$ cat config.mk
export PLATFORM = sky130hd
export DESIGN_NAME = urp_pcie_demux
export DESIGN_NICKNAME = d
export VERILOG_FILES = /design/src/rtl/urp_pcie_demux.sv
export SDC_FILE = /design/constraint.sdc
export NUM_CORES = 1
export LEC_CHECK = 0
export CAP_MARGIN = 20
export CORE_MARGIN = 4
export CORE_UTILIZATION = 55
export DETAILED_ROUTE_END_ITERATION = 10
export HOLD_SLACK_MARGIN = 0.08
export PLACE_DENSITY = 0.85
export SETUP_SLACK_MARGIN = 0.2
export SYNTH_ARGS = -nofsm -noshare
export SYNTH_HDL_FRONTEND = slang
export SYNTH_SLANG_ARGS = --single-unit
$ cat constraint.sdc
create_clock -name clk -period 2.2 [get_ports clk]
set_input_delay 0.22 -clock clk [delete_from_list [all_inputs] [get_ports clk]]
set_output_delay 0.22 -clock clk [all_outputs]
set_load 0.05 [all_outputs]
$ cat src/rtl/urp_pcie_demux.sv
`timescale 1ns/1ps
// urp_pcie_demux: steers one valid/ready stream onto N_SLAVE outputs using a
// destination index carried in the beat; every output has its own 2-entry FIFO.
module urp_pcie_demux #(
    parameter int  N_SLAVE   = 2,
    parameter int  DATA_SIZE = 224,
    parameter int  SEL_LSB   = 0,
    localparam int SEL_W     = $clog2(N_SLAVE)
) (
    input  logic                 clk,
    input  logic                 rst_n,
    input  logic                 src_valid_i,
    output logic                 src_ready_o,
    input  logic [DATA_SIZE-1:0] src_data_i,
    output logic [N_SLAVE-1:0]   dst_valid_o,
    input  logic [N_SLAVE-1:0]   dst_ready_i,
    output logic [DATA_SIZE-1:0] dst_data_o [N_SLAVE],
    output logic [15:0]          drop_cnt_o
);
    logic                 in_vld_r;
    logic [DATA_SIZE-1:0] in_data_r;
    logic [SEL_W-1:0]     in_idx_r;
    logic [DATA_SIZE-1:0] mem_r [N_SLAVE][2];
    logic [N_SLAVE-1:0]   head_r;
    logic [1:0]           cnt_r [N_SLAVE];
    logic [15:0]          drop_cnt_r;

    logic [N_SLAVE-1:0]   full_s;
    logic [N_SLAVE-1:0]   pop_s;
    logic [N_SLAVE-1:0]   sel_s;
    logic [N_SLAVE-1:0]   push_s;
    logic                 in_range_s;
    logic                 drop_s;
    logic                 dispatch_s;
    logic                 accept_s;

    // Destination decode, FIFO status and dispatch decision for the held beat
    always_comb begin
        in_range_s = (32'(in_idx_r) < 32'(N_SLAVE));
        for (int i = 0; i < N_SLAVE; i++) begin
            full_s[i] = (cnt_r[i] == 2'd2);
            pop_s[i]  = (cnt_r[i] != 2'd0) && dst_ready_i[i];
            sel_s[i]  = in_vld_r && (32'(in_idx_r) == 32'(i));
            // a full target still accepts when its head leaves this cycle
            push_s[i] = sel_s[i] && (!full_s[i] || pop_s[i]);
        end
        drop_s     = in_vld_r && !in_range_s;
        dispatch_s = (|push_s) || drop_s;
    end

    assign src_ready_o = !in_vld_r || dispatch_s;
    assign accept_s    = src_valid_i && src_ready_o;

    // Input register: reload on accept, empty on dispatch without a new beat
    always_ff @(posedge clk or negedge rst_n) begin
        if (!rst_n) begin
            in_vld_r  <= 1'b0;
            in_data_r <= {DATA_SIZE{1'b0}};
            in_idx_r  <= {SEL_W{1'b0}};
        end else if (accept_s) begin
            in_vld_r  <= 1'b1;
            in_data_r <= src_data_i;
            in_idx_r  <= src_data_i[SEL_LSB +: SEL_W];
        end else if (dispatch_s) begin
            in_vld_r  <= 1'b0;
        end
    end

    // Per-output FIFO storage, head pointer and occupancy
    always_ff @(posedge clk or negedge rst_n) begin
        if (!rst_n) begin
            for (int i = 0; i < N_SLAVE; i++) begin
                mem_r[i][0] <= {DATA_SIZE{1'b0}};
                mem_r[i][1] <= {DATA_SIZE{1'b0}};
                head_r[i]   <= 1'b0;
                cnt_r[i]    <= 2'd0;
            end
        end else begin
            for (int i = 0; i < N_SLAVE; i++) begin
                // tail slot is head+count mod 2; at count 2 it is the slot being popped
                if (push_s[i]) begin
                    mem_r[i][head_r[i] ^ cnt_r[i][0]] <= in_data_r;
                end
                if (pop_s[i]) begin
                    head_r[i] <= ~head_r[i];
                end
                if (push_s[i] && !pop_s[i]) begin
                    cnt_r[i] <= cnt_r[i] + 2'd1;
                end else if (pop_s[i] && !push_s[i]) begin
                    cnt_r[i] <= cnt_r[i] - 2'd1;
                end
            end
        end
    end

    // Saturating count of beats discarded for an out-of-range index
    always_ff @(posedge clk or negedge rst_n) begin
        if (!rst_n) begin
            drop_cnt_r <= 16'h0000;
        end else if (drop_s && (drop_cnt_r != 16'hFFFF)) begin
            drop_cnt_r <= drop_cnt_r + 16'h0001;
        end
    end

    // Output views of the FIFO heads
    always_comb begin
        for (int i = 0; i < N_SLAVE; i++) begin
            dst_valid_o[i] = (cnt_r[i] != 2'd0);
            dst_data_o[i]  = mem_r[i][head_r[i]];
        end
    end

    assign drop_cnt_o = drop_cnt_r;

endmodule

## Word-level counts from Yosys, hierarchy flattened

Index checks and enable logic that the tools add are counted.

- $add $sub $neg: 4
- $mul: 0
- Divide/modulo/power cells: 0
- $lt $le $gt $ge: 6
- Equality and inequality tests: 2
- Shift operators: 0
- Muxes and demuxes: 18
- Bitwise logic cells: 9
- Reductions and logical operators: 29

Operator list:

| cell | number |
|---|---|
| $mux 224 | 8 |
| $bwmux 448 | 2 |
| $demux 224 s1 | 2 |
| $logic_and 1x1->1 | 13 |
| $reduce_bool 2->1 | 5 |
| $ge 2x2->1 const B | 4 |
| $mux 2 | 4 |
| $not 1->2 | 4 |
| $logic_not 1->1 | 7 |
| $add 2x1->2 const B | 2 |
| $eq 2x2->1 const B | 2 |
| $lt 2x1->1 const B | 2 |
| $sub 2x1->2 const B | 2 |
| $logic_or 1x1->1 | 3 |
| $not 1->1 | 3 |
| $mux 1 | 2 |
| $reduce_or 2->1 | 1 |
| $xor 1x1->1 | 2 |

- Bits in registers: 1128
- Bits in latches: 0
- Memory bits (writable): 0
- ROM bits: 0
- Bits of input ports: 229
- Output and inout port bits: 467
- Memories: 0

## Logic depth before layout (Yosys ltp)

- Depth in word-level cells: 8
- Gate-level depth with buffers: 7
- Gate-level depth less buffers: 6

## Worst setup path before layout

OpenSTA, ideal clock, no wires.

- Path kind: register to register
- From: register cnt_r[0] (netlist name)
- To: register in_data_r[24]
- Data arrival time: 1.889 ns
- Setup slack: 0.183 ns
- Cell stages (with the launch flop): 8
- Period minus slack after synthesis: 2.017 ns
- Cell sequence: dfrtp_1 -> buf_4 -> and4bb_2 -> mux2i_4 -> nand2_2 -> buf_4 -> buf_6 -> mux2_1

- Longest elaborated chain between the ends: 7
- Elaborated cells on any way between the ends: 9
- Those cells by class: eq/ne (1); reduce/logical (8)

RTL lines:

| item | line | text |
|---|---|---|
| start, declared | 25 | `logic [1:0] cnt_r [N_SLAVE];` |
| start signal, assigned by index | 88 | `cnt_r[i] <= cnt_r[i] + 2'd1;` |
| start signal, assigned by index | 90 | `cnt_r[i] <= cnt_r[i] - 2'd1;` |
| $eq 2x2->1 / $reduce_bool 2->1 (equally long branches) | 41, 42 |  |
| $logic_not 1->1 / $logic_and 1x1->1 (equally long branches) | 45, 42 |  |
| $logic_or 1x1->1 (*) | 45 | `push_s[i] = sel_s[i] && (!full_s[i] \|\| pop_s[i]);` |
| $logic_and 1x1->1 (*) | 45 |  |
| $reduce_or 2->1 (*) | 48 | `dispatch_s = (\|push_s) \|\| drop_s;` |
| $logic_or 1x1->1 (*) | 51 | `assign src_ready_o = !in_vld_r \|\| dispatch_s;` |
| net src_ready_o | 13 | `output logic src_ready_o,` |
| $logic_and 1x1->1 (*) | 52 | `assign accept_s = src_valid_i && src_ready_o;` |
| end signal, assigned | 58 | `in_data_r <= {DATA_SIZE{1'b0}};` |
| end signal, assigned | 62 | `in_data_r <= src_data_i;` |
| end, declared | 21 | `logic [DATA_SIZE-1:0] in_data_r;` |

Mark *: on every way through the listed nets, which the timed path passes. The rest lies on a longest branch.
A chain may end at the register's enable or synchronous reset.

==> flow_summary.ini <==
[sta]
fin_crit_sh_pct = 112
clock.fmax_ghz = 0.407
setup_viol = 663
hold_violations = 0
rsz0062_at_grt = true
final.min_clock_period_ps = 2460
fin_ws_ps = -260
slew_violations = 0
relSlewSlack_pct = 58.1
clock_skew_ps = 52.7
holdWs_ps = 131
worst_slew_pin_slew_ps = 629

[clock_network]
clk_pin_slew_ps = 60
clock-sinks = 1127
cts_root_buf = clkbuf_16
cts_tree = yes
cts_max_path_buffers = 3
clk_latency_ps = 680
htree_levels = 3
cts_buffers = 111

[job]
drv_cap = 0

[global_route]
grt_pass1_wl_mm = 200
grt_pass1_vias = 31528
use_met1_pct = 36.7
grt-ovfl-total = 0
grt_max_degree = 93
grt_use_met3_pct = 5.67
antenna_found_initial = 14
grt_usage_pct = 28.9
grtUsageMet2_pct = 48.0
top_usage_layer = met2

[finish]
areaGrowthSynthToFinish_pct = 35.2
fillers = 4474
instances_no_fill = 5066
final_nets = 4060
drive_above_1_share_pct = 59.0

[place]
place_hpwl_mm = 82.2
gp_congestion = 0.822
port_buffers = 679
dp_cells = 4744

[floorplanning]
dieArea_sq_mm = 0.0909
num_rows = 107
die_y_microns = 302
die_w_microns = 302
core-area_sq_mm = 0.0853
start_util_pct = 55.6
ios = 696

[yosys]
yosysSeqAreaShare_pct = 59.5
synth_edf_count = 0
syn_area_per_cell_sq_um = 16.2
netlist-cell-type-count = 30
synth_seq_cells = 1127
yosysWarnings = 0
ys_async_sr_fraction_pct = 100
syn_inst = 2926
syn_area_sq_mm = 0.0474
synth_ff_type = dfrtp_1

[detailed_routing]
first_pass_iters = 4
drc_errors = 0
drt-total-wl_mm = 148
ant_nets = 0
vias = 29809
wl_per_cell_microns = 29.2
viasPerCell = 5.88
drtIter0Drc = 1589

[critical_path]
cp-end-kind = output port
cp-start-kind = register
required_ps = 1980
crit_fanout = 8
crit_type = register to output port
arrival_ps = 2240

[status]
status = finished with violations
violations = setup timing

[min_path]
hp-class = input pin to register
## cells in the final DEF (no fill, tap or decap), types with 28 or more instances in the layout
master           Yosys  final
mux2_2            1387   1210
dfrtp_1           1127   1125
buf_6               33    269
clkdlybuf4s50_1      0    227
buf_4               43    226
mux2_4               0    177
mux2_1             176    176
clkbuf_16            0    145
buf_12               0     92
buf_8                0     69
buf_16               0     44
clkbuf_8             0     29
clkbuf_1            20     28
## final cells by class
class / count / area (sq um) / area share [%]
clock buffers: 169 / 3310 / 5.16
flip-flops and latches: 1127 / 28200 / 44.0
diodes: 8 / 20.0 / 0.0312
well taps: 1144 / 1430 / 2.23
clock inverters: 29 / 407 / 0.634
repair buffers: 964 / 12000 / 18.7
inverters: 1 / 3.75 / 0.00586
multi-input cells: 1624 / 18700 / 29.2
## path summary, 6_finish.rpt
path                                 from               to  slack [ps]  cells after the start
setup / recovery                head_r[0]  dst_data_o[266]        -260                      6
setup reg to reg                head_r[0]       mem_r[640]        -140                     10
hold / removal             src_data_i[34]    in_data_r[34]         130                      2
max in group asynchronous           rst_n       mem_r[678]        1270                      3
min in group asynchronous           rst_n   in_data_r[125]         260                      3
hold reg to reg                mem_r[755]       mem_r[755]         480                      1
## cell usage after synthesis (2+ instances only)
library cell  count  share of area (%)
nor2b_1           5              0.066
clkbuf_1         20               0.16
nand2b_1          2              0.026
ha_1              2              0.053
dfrtp_1        1127                 59
or2_2             4              0.053
nand3b_1          2              0.032
xor2_1            4              0.074
xnor2_1           4              0.074
or3_1             2              0.026
mux2_1          176                4.2
nand2_1           5              0.040
buf_6            33               0.78
nor2_1            3              0.024
mux2_2         1387                 33
buf_2            93               0.98
a21oi_4           2              0.069
buf_4            43               0.68
## critical path: stages, from the launching register on
cell,delay (ps)
dfrtp_4,490
buf_12,160
buf_16,150
buf_12,140
buf_16,150
mux2_4,320
buf_8,160
## timing repair
action                     4_1_cts  5_1_grt
hold endpoints to repair       850        0
hold buffers                     2        0
cloned                          32       43
gates resized for setup        267      399
setup buffers                   22       17
setup endpoints to repair      811     1318
## cells by family (layout without fill, tap and decap cells)
logic type / Yosys count / in the layout / synth area share [%]
DFF: 1127 / 1127 / 59.5
adders and majority gates: 2 / 2 / 0.0528
buffers and inverters: 190 / 1163 / 2.61
AOI/OAI and AO/OA: 6 / 6 / 0.140
xor gates and xnor gates: 8 / 8 / 0.148
muxes: 1564 / 1564 / 37.2
other: 1 / 24 / 0.00791
and+or+nand+nor: 28 / 28 / 0.367
## sequential cells by signal (all words and copies together) (netlist names)
signal	count
in_data_r	224
cnt_r	4
mem_r	896
head_r	2
in_vld_r	1
## through the flow
step / utilization [%] / worst slack (ps) / cell area (sq um) / TNS (ps)
after floorplan: - / 207 / 47500 / 0
after global placement: 65.1 / -205 / 55500 / -56560
after detailed placement: 65.1 / -231 / 55500 / -65300
after CTS: 72.0 / -305 / 61400 / -105620
after global routing: 75.2 / -317 / 64100 / -135890
final: 75.2 / -260 / 64100 / -90390
## routing by layer
metal / part of all wire [%] / wire, microns / up-vias
met2: 49 / 72700 / 1281
met5: 0.064 / 94 / -
met1: 38 / 55800 / 15764
met4: 6.4 / 9460 / 12
met3: 6.6 / 9810 / 449
li1: - / - / 12303
Power is not shown: default switching activity piles up to over one toggle a cycle in this logic, so the estimate is an artifact.
